File: src/rtl/stream_burst_reader_pkg.sv
// stream_burst_reader shared types: FSM states and burst counter width.
// Imported by the burst reader top and its output register.
package stream_burst_reader_pkg;

  typedef enum logic [1:0] {
    IDLE  = 2'd0,
    BURST = 2'd1,
    DRAIN = 2'd2
  } state_e;

  localparam int BCNT_W = 16;

endpackage

File: src/rtl/stream_burst_reader_out_reg.sv
// stream_out_reg: single valid/ready register carrying data and last.
// A load overrides a same-cycle drain, so streaming needs no bubble.
module stream_out_reg
  import stream_burst_reader_pkg::*;
#(
  parameter int WIDTH = 16
) (
  input  logic             clk_i,
  input  logic             rst_i,
  input  logic             load_i,
  input  logic [WIDTH-1:0] data_i,
  input  logic             last_i,
  input  logic             ready_i,
  output logic             valid_o,
  output logic [WIDTH-1:0] data_o,
  output logic             last_o
);

  logic             valid_q, valid_d;
  logic [WIDTH-1:0] data_q, data_d;
  logic             last_q, last_d;

  // next state: load new word, else drop valid once it is taken
  always_comb begin
    valid_d = valid_q;
    data_d  = data_q;
    last_d  = last_q;
    if (load_i) begin
      valid_d = 1'b1;
      data_d  = data_i;
      last_d  = last_i;
    end else if (ready_i) begin
      valid_d = 1'b0;
    end
  end

  // register the output word
  always_ff @(posedge clk_i or posedge rst_i) begin
    if (rst_i) begin
      valid_q <= 1'b0;
      data_q  <= '0;
      last_q  <= 1'b0;
    end else begin
      valid_q <= valid_d;
      data_q  <= data_d;
      last_q  <= last_d;
    end
  end

  assign valid_o = valid_q;
  assign data_o  = data_q;
  assign last_o  = last_q;

endmodule

File: src/rtl/stream_burst_reader.sv
// stream_burst_reader: drains an upstream FIFO in bursts with TLAST framing.
// Partial bursts on idle timeout exist only with STREAM_BURST_READER_TIMEOUT_EN.
module stream_burst_reader
  import stream_burst_reader_pkg::*;
#(
  parameter int WIDTH     = 16,
  parameter int DEPTH     = 32,
  parameter int BURST_LEN = 8,
  parameter int TIMEOUT   = 64
) (
  input  logic                       ap_clk,
  input  logic                       ap_rst,
  input  logic [$clog2(DEPTH+1)-1:0] fifo_count,
  input  logic [WIDTH-1:0]           in0_V_V_TDATA,
  input  logic                       in0_V_V_TVALID,
  output logic                       in0_V_V_TREADY,
  output logic [WIDTH-1:0]           out_V_V_TDATA,
  output logic                       out_V_V_TVALID,
  input  logic                       out_V_V_TREADY,
  output logic                       out_V_V_TLAST,
  output logic                       busy,
  output logic [15:0]                burst_cnt
);

  localparam int CW = $clog2(DEPTH+1);

  state_e            state_q, state_d;
  logic [CW-1:0]     rem_q, rem_d;
  logic [BCNT_W-1:0] bcnt_q, bcnt_d;
  logic              full;
  logic              pop;
  logic              in_hs;
  logic              last_hs;

  assign full = fifo_count >= CW'(BURST_LEN);
  assign pop  = (state_q == BURST) && (rem_q != '0)
             && (!out_V_V_TVALID || out_V_V_TREADY);
  assign in_hs   = pop && in0_V_V_TVALID;
  assign last_hs = out_V_V_TVALID && out_V_V_TREADY && out_V_V_TLAST;

`ifdef STREAM_BURST_READER_TIMEOUT_EN
  localparam int TW = $clog2(TIMEOUT+1);

  logic [TW-1:0] tmr_q, tmr_d;
  logic          tmo;

  assign tmo = (state_q == IDLE) && (tmr_q == TW'(TIMEOUT-1))
            && (fifo_count != '0) && !full;

  // idle wait timer: counts while words sit below a full burst
  always_comb begin
    tmr_d = '0;
    if ((state_q == IDLE) && (fifo_count != '0) && !full && !tmo)
      tmr_d = tmr_q + TW'(1);
  end

  // timer register
  always_ff @(posedge ap_clk or posedge ap_rst) begin
    if (ap_rst) tmr_q <= '0;
    else        tmr_q <= tmr_d;
  end
`endif

  // FSM next state, remaining words and completed-burst count
  always_comb begin
    state_d = state_q;
    rem_d   = rem_q;
    bcnt_d  = bcnt_q;
    unique case (state_q)
      IDLE: begin
        if (full) begin
          state_d = BURST;
          rem_d   = CW'(BURST_LEN);
        end
`ifdef STREAM_BURST_READER_TIMEOUT_EN
        else if (tmo) begin
          state_d = BURST;
          rem_d   = fifo_count;
        end
`endif
      end
      BURST: begin
        if (in_hs) begin
          rem_d = rem_q - CW'(1);
          if (rem_q == CW'(1)) state_d = DRAIN;
        end
      end
      DRAIN: begin
        if (last_hs) begin
          state_d = IDLE;
          if (bcnt_q != '1) bcnt_d = bcnt_q + BCNT_W'(1);
        end
      end
      default: state_d = IDLE;
    endcase
  end

  // FSM state registers
  always_ff @(posedge ap_clk or posedge ap_rst) begin
    if (ap_rst) begin
      state_q <= IDLE;
      rem_q   <= '0;
      bcnt_q  <= '0;
    end else begin
      state_q <= state_d;
      rem_q   <= rem_d;
      bcnt_q  <= bcnt_d;
    end
  end

  stream_out_reg #(
    .WIDTH (WIDTH)
  ) u_out (
    .clk_i   (ap_clk),
    .rst_i   (ap_rst),
    .load_i  (in_hs),
    .data_i  (in0_V_V_TDATA),
    .last_i  (rem_q == CW'(1)),
    .ready_i (out_V_V_TREADY),
    .valid_o (out_V_V_TVALID),
    .data_o  (out_V_V_TDATA),
    .last_o  (out_V_V_TLAST)
  );

  assign in0_V_V_TREADY = pop;
  assign busy           = state_q != IDLE;
  assign burst_cnt      = bcnt_q;

endmodule

File: config.mk
export PLATFORM = sky130hd
export DESIGN_NAME = stream_burst_reader
export DESIGN_NICKNAME = d
export VERILOG_FILES = /design/src/rtl/stream_burst_reader_pkg.sv /design/src/rtl/stream_burst_reader_out_reg.sv /design/src/rtl/stream_burst_reader.sv
export SDC_FILE = /design/constraint.sdc
export NUM_CORES = 1
export LEC_CHECK = 0
export ABC_AREA = 0
export BUFFER_PORTS_ARGS = -buffer_cell sky130_fd_sc_hd__buf_2
export CORE_UTILIZATION = 48
export CTS_BUF_LIST = sky130_fd_sc_hd__clkbuf_4 sky130_fd_sc_hd__clkbuf_8
export DETAILED_ROUTE_END_ITERATION = 7
export PLACE_DENSITY = 0.84
export SYNTH_ARGS = -nofsm -noshare
export SYNTH_HDL_FRONTEND = slang
export SYNTH_SLANG_ARGS = --single-unit
File: constraint.sdc
create_clock -name ap_clk -period 1.79 [get_ports ap_clk]
set_input_delay 0.179 -clock ap_clk [delete_from_list [all_inputs] [get_ports ap_clk]]
set_output_delay 0.179 -clock ap_clk [all_outputs]
set_load 0.05 [all_outputs]
==> impl_metrics.yaml <==
final_layout:
  num_antenna_cells: 0
  fin_nets: 284
  final_common_cell: "buf_2"
  seq_area_sq_mm: 0.00107
  multiInputGateArea_sq_um: 951
  synthToLayoutAreaGrowth_pct: 36.8
  final_area_sq_mm: 0.00274
  layout_common_cells: "buf_2 (58), buf_4 (24), dfrtp_1 (23)"
  fin_cells: 305
  n_fill_cell: 302
  drive_above_1_share_pct: 58.4
  fin_util_pct: 68.6
floorplanning:
  start_util_pct: 50.1
  dieArea_sq_mm: 0.00444
  die_w_um: 66.6
  core_sq_mm: 0.00400
  die_h_um: 66.6
  row_count: 23
  io_pins: 62
placement:
  place_inst: 288
  port-buffer-count: 58
  hpwl_um: 3090
  gp_congestion: 0.764
  dpl-instance-area_sq_mm: 0.00251
route:
  drc: 0
  drtIter0Drc: 50
  avgRoutedWirePerCell_um: 14.2
  postRouteAntennaNets: 0
  vias: 1593
  drt_wl_total_um: 4320
  drtPass1Iterations: 4
  viasPerCell: 5.22
critical_path:
  cp_max_fo: 6
  worstPathRequired_ns: 1.97
  cp_slowest_cell: "a2111oi_4"
  critical_path_class: "flop to flop"
  cp_top_family: "compound AO/OA/AOI/OAI gates"
  slowest_delay_ns: 0.38
  critPathCaptureType: "flop"
  cp-startpoint: "rem_q[1]$_DFFE_PP0P_"
  crit_buf_inv: 3
  worstPathArrival_ns: 1.93
  path_cells: "inv_2, ha_4, a2111oi_4, buf_4, buf_6, mux2_2"
  reg2reg_from: "rem_q[1]$_DFFE_PP0P_"
  worstSetupStartpointType: "flop"
status:
  status: "completed"
sta:
  max_freq_mhz: 572
  clock_skew_ns: 0.0123
  worst_slew_pin_slew_ns: 0.452
  drv_slew: 0
  fin_crit_ns: 1.75
  setup_viol: 0
  maxSlewHeadroom_pct: 69.8
  period_share_pct: 97.6
  finalHoldViolations: 0
  finalSetupTns_ns: 0
  worst_hold_slack_ns: 0.0918
grt:
  overflow: 0
  grt_first_pass_wirelength_um: 7160
  antenna_found_initial: 0
  grt_pass1_vias: 1656
  grt_max_degree: 28
  grtUsageTotal_pct: 21.9
logic_synthesis:
  syn_inst: 164
  syn_nets: 194
  syn_area_sq_mm: 0.00200
  ys_ff_latch: 42
  yosysWarnings: 0
  ys_types: 45
  yosysSeqAreaShare_pct: 52.4
  avgSynthCellArea_sq_um: 12.2
power:
  p_comb_share_pct: 46.8
  internal_power_mw: 2.31
  leakagePower_nw: 1.38
  peakVddDrop_mv: 1.32
  power_density_mw_per_mm2: 1470
  p_sw_share_pct: 42.6
  pwr-share-seq_pct: 34.1
  power.net_switching_mw: 1.72
  clockPowerShare_pct: 19.0
clock_network:
  cts_buffers: 5
  cts_buffer_depth: 2
  cts_sinks: 42
  path_clk_slew_ns: 0.08
  cts_tree: "built"
  clockRootBuffer: "clkbuf_8"
  htree_num_levels: 2
  clkLatencyLatePin_ns: 0.30
hold_path:
  hold_path.class: "primary input to flop"
  hold_start: "in0_V_V_TDATA[15]"
job:
  drv_cap: 0
power groups by stage:
stage               clock (mW)  sequential, mW  combinational, mW
floorplan                    0            2.07              0.581
global placement             0            1.36               1.70
detailed placement           0            1.37               1.74
CTS                      0.780            1.38               1.75
global route             0.818            1.41               2.00
finish                   0.767            1.37               1.89
cell families (layout without fill, tap and decap cells):
family | count (synthesis) | after routing | synth area share (%)
muxes | 20 | 20 | 11.4
AOI/OAI and AO/OA | 15 | 15 | 6.12
DFF | 42 | 42 | 52.4
and+or+nand+nor | 61 | 61 | 19.7
buffers and inverters | 9 | 100 | 2.12
xor gates and xnor gates | 13 | 13 | 5.68
adders and majority gates | 4 | 4 | 2.50
registers in the layout (all words and copies together) (netlist names):
| name | cells |
|---|---|
| u_out.data_o | 16 |
| state_q | 2 |
| u_out.last_o | 1 |
| u_out.valid_o | 1 |
| rem_q | 6 |
| burst_cnt | 16 |
Yosys cell counts, drive strengths merged:
cell type,n,area [sq um]
a2111oi,1,27.5
a211o,1,8.76
a211oi,1,7.51
a21o,1,7.51
a21oi,2,10.0
a31o,1,8.76
a31oi,2,12.5
and3,2,12.5
and4,1,8.76
buf,3,20.0
dfrtp,42,1050
ha,4,50.1
inv,6,22.5
mux2,20,229
nand2,8,30.0
nand2b,3,33.8
nand3,6,30.0
nand3b,1,7.51
nand4,8,65.1
nand4b,1,8.76
nor2,10,40.0
nor2b,1,6.26
nor3,6,35.0
nor3b,1,7.51
nor4,5,52.6
nor4b,1,8.76
o211a,1,10.0
o211ai,1,7.51
o21a,1,7.51
o21ai,3,15.0
or2,5,31.3
or3,1,6.26
or4,1,11.3
xnor2,3,26.3
xor2,10,87.6
stage by stage:
step           power (mW)  worst slack (ns)
2_1_floorplan        2.65           -0.0193
3_3_place_gp         3.06            0.0433
3_5_place_dp         3.12          -0.00355
4_1_cts              3.91           -0.0210
5_1_grt              4.22          -0.00966
6_report             4.03            0.0424
cell type report:
class / count / area share, %
clock inverters: 2 / 1.37
inverters: 6 / 0.821
multi-input cells: 113 / 34.7
repair buffers: 86 / 18.9
well taps: 50 / 2.28
flip-flops and latches: 42 / 39.2
clock buffers: 6 / 2.78
what timing repair did:
item | 4_1_cts | 5_1_grt
hold buffers | 1 | 0
pin swaps | 0 | 2
endpoints found under the setup margin | 14 | 20
gates resized for setup | 2 | 11
setup buffers | 0 | 7
hold endpoints to repair | 42 | 0
cloned | 0 | 1
worst reg2reg max path, cell delays in order, from the launching register on:
cell,delay (ns)
dfrtp_1,0.37
inv_2,0.07
ha_4,0.17
a2111oi_4,0.38
buf_4,0.18
buf_6,0.13
mux2_2,0.34
final timing paths:
kind,endpoint,slack [ns],cells after the start
setup reg to reg,u_out.data_o[10]$_DFFE_PP0P_,0.04,6
max in group asynchronous,burst_cnt[11]$_DFFE_PP0P_,0.99,4
min in group asynchronous,burst_cnt[3]$_DFFE_PP0P_,0.43,4
setup / recovery,u_out.data_o[10]$_DFFE_PP0P_,0.04,6
hold / removal,u_out.data_o[15]$_DFFE_PP0P_,0.09,2
hold reg to reg,u_out.data_o[15]$_DFFE_PP0P_,0.48,1
per-layer routing:
layer  up-vias  track usage [%]  part of all wire, %
li1        771                -                    -
met1       769             24.3                   41
met2        45             39.3                   52
met3         8             6.16                  4.9
met4         0             8.24                  1.7
met5         -                0                    0
Power figures use the tool's default switching activity.
